**src/rtl/noise_arbiter_pkg.sv**
```systemverilog
// Shared constants for the noise arbiter: FSM state encodings, LFSR tap masks
// and the all-ones reset seed.
package noise_arbiter_pkg;

  localparam logic [1:0] ST_IDLE  = 2'd0;
  localparam logic [1:0] ST_SEED  = 2'd1;
  localparam logic [1:0] ST_BURST = 2'd2;

  // Feedback taps: bits whose XOR becomes the new MSB after a right shift.
  localparam logic [7:0] TAP_MASK8 = 8'h1D;  // bits 0,2,3,4
  localparam logic [3:0] TAP_MASK4 = 4'h3;   // bits 0,1

  localparam logic [7:0] RESET_SEED8 = 8'hFF;
  localparam logic [3:0] RESET_SEED4 = 4'hF;

endpackage

```
**src/rtl/noise_arbiter_lfsr.sv**
```systemverilog
// Right-shifting Fibonacci LFSR; load wins over step, otherwise the word holds.
module noise_lfsr_core
  import noise_arbiter_pkg::*;
#(
  parameter int N = 8
) (
  input  logic         clk,
  input  logic         reset,
  input  logic         step,
  input  logic         load,
  input  logic [N-1:0] load_value,
  output logic [N-1:0] word
);

  localparam logic [N-1:0] TAP  = (N == 8) ? N'(TAP_MASK8)   : N'(TAP_MASK4);
  localparam logic [N-1:0] ONES = (N == 8) ? N'(RESET_SEED8) : N'(RESET_SEED4);

  logic [N-1:0] word_q, word_d;

  always_comb begin
    word_d = word_q;
    if (load)      word_d = load_value;
    else if (step) word_d = {^(word_q & TAP), word_q[N-1:1]};
  end

  always_ff @(posedge clk) begin
    if (!reset) word_q <= ONES;
    else        word_q <= word_d;
  end

  assign word = word_q;

endmodule

```
**src/rtl/noise_arbiter.sv**
```systemverilog
// Round-robin arbiter granting bursts of LFSR noise words to one requester at
// a time, with deferred reseeding between bursts.
module noise_arbiter
  import noise_arbiter_pkg::*;
#(
  parameter int N     = 8,
  parameter int NREQ  = 4,
  parameter int BURST = 4
) (
  input  logic            clk,
  input  logic            reset,
  input  logic [NREQ-1:0] req,
  output logic [NREQ-1:0] grant,
  output logic [N-1:0]    noise_data,
  output logic            noise_valid,
  input  logic            noise_ready,
  input  logic            seed_load,
  input  logic [N-1:0]    seed_value,
  output logic            busy
);

  localparam int PW = (NREQ > 1) ? $clog2(NREQ) : 1;
  localparam logic [N-1:0] ONES = (N == 8) ? N'(RESET_SEED8) : N'(RESET_SEED4);

  if (N != 4 && N != 8) begin : g_bad_n
    $error("noise_arbiter: N must be 4 or 8");
  end
  if (NREQ < 2 || NREQ > 8) begin : g_bad_nreq
    $error("noise_arbiter: NREQ must be in 2..8");
  end
  if (BURST < 1 || BURST > 15) begin : g_bad_burst
    $error("noise_arbiter: BURST must be in 1..15");
  end

  logic [1:0]      state_q, state_d;
  logic [PW-1:0]   ptr_q, ptr_d;
  logic [PW-1:0]   owner_q, owner_d;
  logic [3:0]      cnt_q, cnt_d;
  logic [NREQ-1:0] grant_q, grant_d;
  logic            pend_q, pend_d;
  logic [N-1:0]    seed_q, seed_d;

  logic            xfer, owner_req, burst_done;
  logic [3:0]      cnt_inc;
  logic [PW-1:0]   ptr_next;
  logic            lfsr_load;
  logic [N-1:0]    lfsr_seed;

  // Round-robin search: rotate req so bit 0 is the pointer position.
  logic [2*NREQ-1:0] req_dbl;
  logic [NREQ-1:0]   req_rot;
  logic              win_found;
  logic [PW:0]       win_sum;
  logic [PW-1:0]     win_idx;

  always_comb begin
    req_dbl   = {req, req};
    req_rot   = NREQ'(req_dbl >> ptr_q);
    win_found = 1'b0;
    win_sum   = '0;
    for (int i = 0; i < NREQ; i++) begin
      if (!win_found && req_rot[i]) begin
        win_found = 1'b1;
        win_sum   = (PW+1)'(ptr_q) + (PW+1)'(i);
      end
    end
    win_idx = (win_sum >= (PW+1)'(NREQ)) ? PW'(win_sum - (PW+1)'(NREQ)) : PW'(win_sum);
  end

  assign xfer       = (state_q == ST_BURST) && noise_ready;
  assign owner_req  = |(req & grant_q);
  assign cnt_inc    = cnt_q + 4'd1;
  assign burst_done = xfer && (cnt_inc == 4'(BURST));
  assign ptr_next   = (owner_q == PW'(NREQ-1)) ? '0 : owner_q + 1'b1;

  always_comb begin
    state_d = state_q;
    ptr_d   = ptr_q;
    owner_d = owner_q;
    cnt_d   = cnt_q;
    grant_d = grant_q;
    pend_d  = pend_q;
    seed_d  = seed_q;

    // A pulse landing on the SEED cycle re-arms the flag for the next IDLE.
    if (state_q == ST_SEED) pend_d = 1'b0;
    if (seed_load) begin
      pend_d = 1'b1;
      seed_d = seed_value;
    end

    case (state_q)
      ST_IDLE: begin
        if (pend_q) begin
          state_d = ST_SEED;
        end else if (win_found) begin
          state_d = ST_BURST;
          owner_d = win_idx;
          grant_d = NREQ'(1) << win_idx;
          cnt_d   = '0;
        end
      end
      ST_SEED: state_d = ST_IDLE;
      ST_BURST: begin
        if (xfer) cnt_d = cnt_inc;
        if (burst_done || !owner_req) begin
          state_d = ST_IDLE;
          grant_d = '0;
          cnt_d   = '0;
          ptr_d   = ptr_next;
        end
      end
      default: begin
        state_d = ST_IDLE;
        grant_d = '0;
        cnt_d   = '0;
      end
    endcase
  end

  always_ff @(posedge clk) begin
    if (!reset) begin
      state_q <= ST_IDLE;
      ptr_q   <= '0;
      owner_q <= '0;
      cnt_q   <= '0;
      grant_q <= '0;
      pend_q  <= 1'b0;
      seed_q  <= '0;
    end else begin
      state_q <= state_d;
      ptr_q   <= ptr_d;
      owner_q <= owner_d;
      cnt_q   <= cnt_d;
      grant_q <= grant_d;
      pend_q  <= pend_d;
      seed_q  <= seed_d;
    end
  end

  // An all-zero seed would lock the LFSR, so it is replaced by all-ones.
  assign lfsr_load = (state_q == ST_SEED);
  assign lfsr_seed = (seed_q == '0) ? ONES : seed_q;

  noise_lfsr_core #(.N(N)) u_lfsr (
    .clk        (clk),
    .reset      (reset),
    .step       (xfer),
    .load       (lfsr_load),
    .load_value (lfsr_seed),
    .word       (noise_data)
  );

  assign grant       = grant_q;
  assign noise_valid = (state_q == ST_BURST);
  assign busy        = (state_q != ST_IDLE);

endmodule

```
**config.mk**
```make
export PLATFORM = sky130hd
export DESIGN_NAME = noise_arbiter
export DESIGN_NICKNAME = d
export VERILOG_FILES = /design/src/rtl/noise_arbiter_pkg.sv /design/src/rtl/noise_arbiter_lfsr.sv /design/src/rtl/noise_arbiter.sv
export SDC_FILE = /design/constraint.sdc
export NUM_CORES = 1
export LEC_CHECK = 0
export BUFFER_PORTS_ARGS = -buffer_cell sky130_fd_sc_hd__buf_2
export CAP_MARGIN = 10
export CORE_MARGIN = 8
export CORE_UTILIZATION = 45
export CTS_BUF_LIST = sky130_fd_sc_hd__clkbuf_16
export CTS_CLUSTER_DIAMETER = 120
export CTS_CLUSTER_SIZE = 12
export DETAILED_ROUTE_END_ITERATION = 8
export PLACE_DENSITY = 0.67
export SETUP_SLACK_MARGIN = 0.5
export SLEW_MARGIN = 20
export SYNTH_ARGS = -nofsm -noshare
export SYNTH_HDL_FRONTEND = slang
export SYNTH_HIERARCHICAL = 1
export SYNTH_SLANG_ARGS = --single-unit
```
**constraint.sdc**
```tcl
create_clock -name clk -period 4.9 [get_ports clk]
set_input_delay 0.49 -clock clk [delete_from_list [all_inputs] [get_ports clk]]
set_output_delay 0.49 -clock clk [all_outputs]
set_load 0.02 [all_outputs]
```
==> flow_summary.yaml, run 1 <==
sta:
  hold_ws_ns: 0.459
  final-hold-violation-count: 0
  fin_tns_setup_ns: 0
  tightest_slew_ns: 0.524
  min_period_ns: 1.85
  post-route-period-util_pct: 37.8
  fmax_mhz: 541
  setup_viol: 0
  slew_viol_final: 0
  rsz0062_at_grt: "false"
  max_slew_margin_pct: 64.8
  skew_ns: 0.00515
status:
  run_status: "complete, no violations"
critical_path:
  reg2reg_slack_ns: 3.05
  critical_path_required_ns: 5.05
  timing.rr.end: "u_lfsr/word[5]"
  rr_worst_depth: 6
  cp-startpoint: "state_q[1]"
  start_kind: "flip-flop"
  critical_path_class: "reg2reg"
  critPathMaxFanout: 9
  arrival_ns: 2.00
  worstReg2RegStart: "state_q[1]"
  cp-end-kind: "flip-flop"
  crit_end: "u_lfsr/word[5]"
synth:
  ys_ff_latch: 31
  synth_nets: 183
  yosys_warnings: 6
  synth.distinct_cells: 47
  async_flop_share_pct: 0
  syn_avg_cell_area_um2: 9.52
  seq_area_frac_synth_pct: 39.5
  synth_edf_count: 0
  synthCells: 165
  synth_ff_type: "dfxtp_1"
  synthesis.area_mm2: 0.00157
floorplanning:
  dieArea_mm2: 0.00564
  ios: 30
  core_mm2: 0.00334
  die_w_um: 75.1
  die_h_um: 75.1
  num_rows: 21
  start_util_pct: 47.1
cts:
  clk_path_buf_depth: 2
  holdBufCountCts: 0
  clk_latency_ns: 0.27
  cts.clk_slew.worst_paths_ns: 0.05
  cts_tree: "built"
  cts_buffers: 5
  cts_sinks: 31
  cts_root_buffer: "clkbuf_16"
  cts_repair_resize_count: 0
  h-tree-depth: 2
  post-cts-setup-buffers: 0
place:
  gp_congestion: 0.797
  portBuffers: 29
  dp_hpwl_um: 2590
drt:
  first_iter_violations: 90
  num_vias: 1323
  detail-route-antenna-nets: 0
  avgRoutedWirePerCell_um: 14.1
  route.detailed.drc: 0
  finalWirelength_um: 3400
  firstDrtPassIters: 4
  viasPerCell: 5.47
pwr:
  p_leak_uw: 0.000803
  power_uw: 675
  irDropWorstVdd_uv: 228
  power_density_mw_per_mm2: 361
layout:
  num_antenna_cells: 0
  drive_gt1_share_pct: 26.5
  fin_util_pct: 56.0
  layout.nets: 213
  synthToLayoutAreaGrowth_pct: 19.0
global_routing:
  first_global_vias: 1303
  grt_usage_pct: 12.9
  gr-total-overflow: 0
  grt_max_degree: 19
  grt_pass1_wl_um: 5710
  antenna_found_initial: 0
job:
  drv_cap: 0
hold_path:
  hp-class: "reg2reg"
==> logic make-up (layout without fill, tap and decap cells) <==
kind of cell / count (synthesis) / in the layout / share of synthesized area, %
flops: 31 / 31 / 39.5
mux: 23 / 23 / 15.2
simple gates: 59 / 59 / 20.3
fa+ha+maj: 2 / 2 / 1.59
compound gates: 34 / 34 / 17.3
xor+xnor: 3 / 3 / 1.67
buf+inv: 13 / 44 / 4.38
==> stage by stage <==
step	cells	instance area (um2)	worst slack, ns
floorplan	165	1570	3.25
global placement	234	1730	2.99
detailed placement	234	1730	2.93
CTS	242	1870	3.07
global route	242	1870	2.89
finish	242	1870	3.05
==> layout make-up <==
class	instances	area, um2
multi-input combinational	121	881
timing repair buffer	29	145
clock buffer	5	125
fill	320	1470
clock inverter	3	12.5
sequential	31	621
tap	46	57.6
inverter	7	26.3
==> layer usage <==
layer / global-route usage, % / part of all wire (%) / wire [um]
met1: 15.3 / 45 / 1530
met3: 3.99 / 4.9 / 168
met5: 0 / 0 / 0
met4: 5.87 / 2.1 / 70
met2: 20.8 / 48 / 1630
==> synth_stat cells (2+ instances only) <==
master	n	area share (%)
a21oi_1	9	2.9
a22oi_2	2	1.6
a31oi_1	3	1.2
a32o_1	3	1.9
clkbuf_1	2	0.48
dfxtp_1	31	40
ha_1	2	1.6
inv_1	6	1.4
mux2_2	7	5.0
mux2i_1	16	10
nand2_1	16	3.8
nand2b_1	13	5.2
nor2_1	11	2.6
nor3_1	5	1.6
nor4_1	2	0.80
nor4_2	2	1.6
o21a_1	2	0.96
o21ai_0	2	0.64
o22ai_1	2	0.80
xor2_1	2	1.1
==> how the worst min path moves through the flow <==
stage / start / cells after the start / end / slack (ns)
floorplan: cnt_q[3] / 1 / cnt_q[3] / 0.43
global placement: cnt_q[3] / 1 / cnt_q[3] / 0.45
detailed placement: cnt_q[3] / 1 / cnt_q[3] / 0.46
CTS: seed_value[1] / 3 / seed_q[1] / 0.46
global route: seed_value[1] / 3 / seed_q[1] / 0.47
finish: cnt_q[3] / 1 / cnt_q[3] / 0.46
==> report_power, final <==
| part | switching (uW) | internal (uW) | total, uW |
|---|---|---|---|
| clock network | 98.9 | 183 | 281 |
| registers | 13.9 | 268 | 282 |
| logic | 64.4 | 46.6 | 111 |
==> cell usage in the layout, fill, tap and decap left out, types with 2 or more instances in the layout <==
| cell | n |
|---|---|
| o21a_1 | 2 |
| buf_2 | 29 |
| mux2_2 | 7 |
| nand2b_1 | 13 |
| ha_1 | 2 |
| o21ai_0 | 2 |
| dfxtp_1 | 31 |
| a21oi_1 | 9 |
| nor4_1 | 2 |
| a22oi_2 | 2 |
| inv_1 | 8 |
| nor3_1 | 5 |
| a32o_1 | 3 |
| mux2i_1 | 16 |
| nor2_1 | 11 |
| nor4_2 | 2 |
| o22ai_1 | 2 |
| xor2_1 | 2 |
| nand2_1 | 16 |
| a31oi_1 | 3 |
| clkbuf_16 | 5 |
==> worst max-delay path, cell delays in order, from the launching register on <==
cell,delay (ns)
dfxtp_1,0.40
nand2b_1,0.22
inv_1,0.13
and2_1,0.38
mux2_2,0.38
mux2i_1,0.14
nand2_1,0.07
==> registers in the layout, indices dropped and copies added, names as in the netlist <==
name and flops:
seed_q 8, u_lfsr/word 8, cnt_q 4, grant 4, owner_q 2, ptr_q 2
state_q 2, pend_q 1
Power figures use the tool's default switching activity.
==> run 2: changes to the inputs <==
ABC_AREA = 1   (was unset)
PLACE_DENSITY = 0.66   (was 0.67)
clock period = 1.9 ns   (was 4.9 ns; I/O delays follow)
==> run 2 against run 1 <==
Via count is 33% higher. Design area is 19% higher. Die area is 10% higher.
==> flow_summary.yaml, run 2 <==
pwr:
  power_frac_comb_pct: 36.4
  power_frac_clock_pct: 29.6
  p_leak_uw: 0.00112
  switching_share_pct: 37.9
  irDropWorstVdd_uv: 610
  power_uw: 2490
  seqPwrFrac_pct: 33.9
  power_density_mw_per_mm2: 1120
  p_int_uw: 1540
  p_sw_uw: 945
drt:
  finalWirelength_um: 4240
  viasPerCell: 5.05
  firstDrtPassIters: 4
  wl_met3_um: 162
  avgRoutedWirePerCell_um: 12.1
  route.detailed.drc: 0
  first_iter_violations: 97
  wl_met1_um: 1980
  detail-route-antenna-nets: 0
  dr_wl_met2_um: 2020
  num_vias: 1761
  highest_layer: "met4"
synth:
  synth_edf_count: 0
  async_flop_share_pct: 0
  synthCells: 263
  synthesis.area_mm2: 0.00178
  yosys_warnings: 6
  synth.distinct_cells: 27
  seq_area_frac_synth_pct: 34.9
  synth.most_common_cell: "nand2_1"
  ys_top_cells_by_count: "nand2_1, inv_1, dfxtp_1"
  synth_ff_type: "dfxtp_1"
  synth.area.top_cells: "dfxtp_1, nand2_1, a21oi_1"
  synth_nets: 281
  synth_area_leader_cell: "dfxtp_1"
  ys_ff_latch: 31
  syn_avg_cell_area_um2: 6.76
  synth_top_area_share_pct: 34.9
floorplanning:
  ios: 30
  num_rows: 23
  die_w_um: 78.9
  die_h_um: 78.9
  core_mm2: 0.00391
  dieArea_mm2: 0.00622
  start_util_pct: 45.4
sta:
  post-route-period-util_pct: 78.9
  setup_viol: 0
  slew_viol_final: 0
  min_period_ns: 1.50
  final-hold-violation-count: 0
  rsz0062_at_grt: "true"
  fin_tns_setup_ns: 0
  hold_ws_ns: 0.196
  skew_ns: 0.00206
  fmax_mhz: 667
  tightest_slew_ns: 0.419
  max_slew_margin_pct: 72.0
critical_path:
  critical_path_class: "reg2reg"
  reg2reg_slack_ns: 0.40
  slowest_delay_ns: 0.41
  cp_cell_sequence: "inv_8 -> nand2_4 -> nand2_2 -> nand2_2 -> nand2_4 -> nor2_4 -> nand3_2 -> nand2_4 -> inv_2 -> nand3_1 -> a21oi_2"
  critical_path_required_ns: 2.06
  timing.rr.end: "grant[2]"
  cp_num_buf_inv: 2
  cp-end-kind: "flip-flop"
  worst-path-stages: 11
  critPathMaxFanout: 7
  slowest_stage: "dfxtp_4"
  cp_top_family: "simple AND/OR/NAND/NOR gates"
  cp-startpoint: "ptr_q[0]"
  start_kind: "flip-flop"
  crit_end: "grant[2]"
  worstReg2RegStart: "ptr_q[0]"
  path_common_cell: "nand2_4"
  arrival_ns: 1.66
  rr_worst_depth: 11
place:
  gp_congestion: 0.867
  portBuffers: 29
  dp_cells: 339
  dp_hpwl_um: 3080
  placed_area_mm2: 0.00197
status:
  run_status: "complete, no violations"
cts:
  clk_latency_ns: 0.27
  cts_sinks: 31
  h-tree-depth: 2
  clk_path_buf_depth: 2
  cts.clk_slew.worst_paths_ns: 0.05
  cts_tree: "built"
  cts_root_buffer: "clkbuf_16"
  cts_buffers: 5
global_routing:
  antenna_found_initial: 0
  first_global_vias: 1615
  gr-total-overflow: 0
  grt_max_degree: 20
  grt_usage_pct: 13.8
  grt_pass1_wl_um: 7000
layout:
  layout.cells.non_filler: 349
  final_cell_mix: "nand2_1, inv_1, buf_2"
  num_antenna_cells: 0
  drive_gt1_share_pct: 27.8
  final_area_mm2: 0.00223
  final_common_cell: "nand2_1"
  synthToLayoutAreaGrowth_pct: 25.5
  layout.nets: 316
hold_path:
  hp-class: "in2reg"
job:
  drv_cap: 0
==> run 2: cell count changes after synthesis, sizes merged, moves of 12 or more <==
cell and delta:
nor2 +12, nand2b -13, mux2i -16, a21oi +20, nand2 +70, nand3 +17, inv +32
==> run 2: worst min-delay path by stage <==
stage,from,endpoint,slack (ns),depth (start not counted)
after floorplan,reset,u_lfsr/word[5],0.27,1
after global placement,seed_q[6],seed_q[6],0.47,2
after detailed placement,seed_q[2],seed_q[2],0.47,2
after CTS,seed_value[1],seed_q[1],0.19,3
after global routing,seed_value[7],seed_q[7],0.23,3
final,seed_value[1],seed_q[1],0.20,3
==> run 2: layout make-up <==
class                           count  area [um2]
Inverter                           40         160
Timing Repair Buffer               32         168
Multi-Input combinational cell    188        1080
Clock buffer                        5         125
Sequential cell                    31         627
Tap cell                           50        62.6
Fill cell                         394        1680
Clock inverter                      3        12.5
==> run 2: cell families after synthesis <==
kind of cell	count (synthesis)	share of synthesized area (%)
AOI/OAI and AO/OA	47	14.1
xor gates and xnor gates	3	1.48
adders and majority gates	2	1.41
buffers and inverters	44	10.4
DFF	31	34.9
and+or+nand+nor	136	37.7
==> run 2: metrics by stage <==
step,util (%),worst slack (ns)
3_3_place_gp,50.2,0.228
2_1_floorplan,-,0.502
4_1_cts,55.2,0.431
3_5_place_dp,50.2,0.196
5_1_grt,57.0,0.314
6_report,57.0,0.400
==> run 2: what timing repair did <==
action / 4_1_cts / 5_1_grt
hold buffers: 0 / 0
endpoints found under the setup margin: 13 / 12
setup buffers: 2 / 0
pin swaps: 4 / 7
hold endpoints to repair: 0 / 0
resized for setup: 12 / 18
==> run 2: power by group through the flow <==
stage	clock (uW)	combinational (uW)	sequential [uW]
after CTS	760	842	834
after detailed placement	0	797	844
final	738	907	844
after floorplan	0	595	869
after global routing	791	1010	858
after global placement	0	794	845
==> run 2: routing by layer <==
metal / global-route usage (%) / vias up
li1: - / 918
met1: 16.5 / 802
met2: 22.9 / 32
met3: 4.06 / 9
met4: 4.81 / 0
met5: 0 / -
==> run 2: worst min-delay path, cell delays in order <==
cell and delay, ns:
buf_2 0.07, o21ai_0 0.07, a21oi_1 0.10
==> run 3: changes to the inputs <==
clock period = 1.5 ns   (was 1.9 ns; I/O delays follow)
==> run 3 against run 2 <==
The flow now finishes with violations (negative setup slack). Clock skew barely moved. Sequential share of layout area fell by 3.5 points. Hold slack worse by 0.044 ns. Sequential cell count unchanged. Total power grew 48%. Clock-buffer cell count unchanged. Clock power is 53% higher. Fmax is 1.5% lower. Via count increased by 2.8%.
==> flow_summary.yaml, run 3 (synthesis gave the netlist of run 2 again) <==
sta:
  post-route-period-util_pct: 101
  tightest_slew_ns: 0.404
  setup_viol: 2
  fin_ws_ns: -0.0223
  max_slew_margin_pct: 73.0
  fmax_mhz: 657
  final-hold-violation-count: 0
  hold_ws_ns: 0.152
  skew_ns: 0.00171
  min_period_ns: 1.52
  rsz0062_at_grt: "true"
  slew_viol_final: 0
pwr:
  p_leak_uw: 0.00124
  irDropWorstVdd_uv: 1030
  power_uw: 3680
  power_density_mw_per_mm2: 1410
floorplanning:
  start_util_pct: 45.4
  num_rows: 23
  ios: 30
  dieArea_mm2: 0.00622
  die_h_um: 78.9
  core_mm2: 0.00391
  die_w_um: 78.9
drt:
  detail-route-antenna-nets: 0
  viasPerCell: 4.92
  firstDrtPassIters: 4
  first_iter_violations: 68
  route.detailed.drc: 0
  num_vias: 1810
  avgRoutedWirePerCell_um: 13.1
  finalWirelength_um: 4830
place:
  dp_cells: 343
  gp_congestion: 0.787
  pre_cts_ws_ns: -0.0209
  dp_hpwl_um: 3180
  portBuffers: 29
layout:
  drive_gt1_share_pct: 45.6
  layout.cells.non_filler: 368
  final_cell_mix: "nand2_1, inv_1, a21oi_1, buf_4, dfxtp_1"
  fin_util_pct: 66.8
  fill_cells: 351
  regArea_um2: 644
  final_common_cell: "nand2_1"
  synthToLayoutAreaGrowth_pct: 47.1
  multi_input_area_mm2: 0.00120
  num_antenna_cells: 0
  layout.nets: 335
critical_path:
  critical_path_class: "reg2reg"
  critical_path_required_ns: 1.71
  slowest_stage: "dfxtp_4"
  critPathMaxFanout: 7
  timing.rr.end: "cnt_q[1]"
  start_kind: "flip-flop"
  cp_cell_sequence: "inv_8 -> nand2_4 -> nand3_4 -> nand2_4 -> inv_2 -> nor2_4 -> nand4_4 -> nand3_4 -> buf_4 -> a21oi_1 -> nor2_1"
  reg2reg_slack_ns: -0.02
  slowest_delay_ns: 0.41
  arrival_ns: 1.73
  worstReg2RegStart: "ptr_q[0]"
  rr_worst_depth: 11
  cp-end-kind: "flip-flop"
global_routing:
  grt_usage_pct: 15.6
  grt_max_degree: 18
  antenna_found_initial: 0
  grt_pass1_wl_um: 7860
  first_global_vias: 1774
  gr-total-overflow: 0
hold_path:
  holdPathStages: 3
  min_from: "seed_value[3]"
  hold_path_end: "seed_q[3]"
  hp-class: "in2reg"
cts:
  cts_buffers: 5
  clk_latency_ns: 0.28
  h-tree-depth: 2
  cts.clk_slew.worst_paths_ns: 0.05
  cts_sinks: 31
  cts_tree: "built"
  clk_path_buf_depth: 2
  cts_root_buffer: "clkbuf_16"
status:
  run_status: "finished with violations"
  violations: "negative setup slack"
job:
  drv_cap: 0
run 3: changes by cell type in the layout (fill, tap and decap cells not counted), sizes merged:
cell    previous run  this run
buf               32        51
inv               41        39
bufinv             0         1
clkinv             2         3
run 3: how the worst max path moves through the flow:
stage                  start          to  slack (ns)  depth (start not counted)
global route        ptr_q[0]    grant[1]       -0.10                         12
global placement    ptr_q[0]  owner_q[0]        0.02                         11
finish              ptr_q[0]    cnt_q[1]       -0.02                         11
floorplan           ptr_q[0]    cnt_q[3]        0.13                         12
CTS                 ptr_q[0]    cnt_q[3]        0.04                         11
detailed placement  ptr_q[1]    grant[3]       -0.02                         10
run 3: power breakdown:
| group | switching (uW) | leakage, uW | internal (uW) |
|---|---|---|---|
| Clock | 362 | 0.0000812 | 773 |
| Sequential | 135 | 0.000257 | 959 |
| Combinational | 847 | 0.000906 | 602 |
| Total | 1340 | 0.00124 | 2330 |
run 3: what timing repair did:
item / in CTS / in global routing
gates resized for setup: 33 / 57
hold buffers: 0 / 0
pin swaps: 17 / 24
endpoints found under the setup margin: 27 / 32
setup buffers: 10 / 7
run 3: critical path, delay by kind of cell (launching register included):
| kind | cells | cell delay [ns] |
|---|---|---|
| AND/OR/NAND/NOR | 7 | 0.77 |
| flip-flops | 1 | 0.41 |
| buffers and inverters | 3 | 0.24 |
| AO/OA/AOI/OAI | 1 | 0.03 |
run 3: metrics by stage:
stage               TNS (ns)  cell area, um2
global placement           0            2040
CTS                        0            2390
detailed placement   -0.0578            2040
global route          -0.729            2620
floorplan                  0            1830
finish               -0.0336            2620
run 3: final cells by class:
class                   instances  share of cell area, %
repair buffers                 51                   14.5
clock inverters                 3                   1.48
multi-input cells             188                   45.7
flip-flops and latches         31                   24.6
clock buffers                   5                   4.78
well taps                      50                   2.39
inverters                      40                   6.41
run 3: metal layers:
metal / global-route usage [%] / vias to the layer above / routed length, um
met2: 27.2 / 36 / 2480
met4: 6.67 / 0 / 102
li1: - / 951 / -
met5: 0 / - / 0
met3: 3.61 / 8 / 169
met1: 17.9 / 815 / 2080
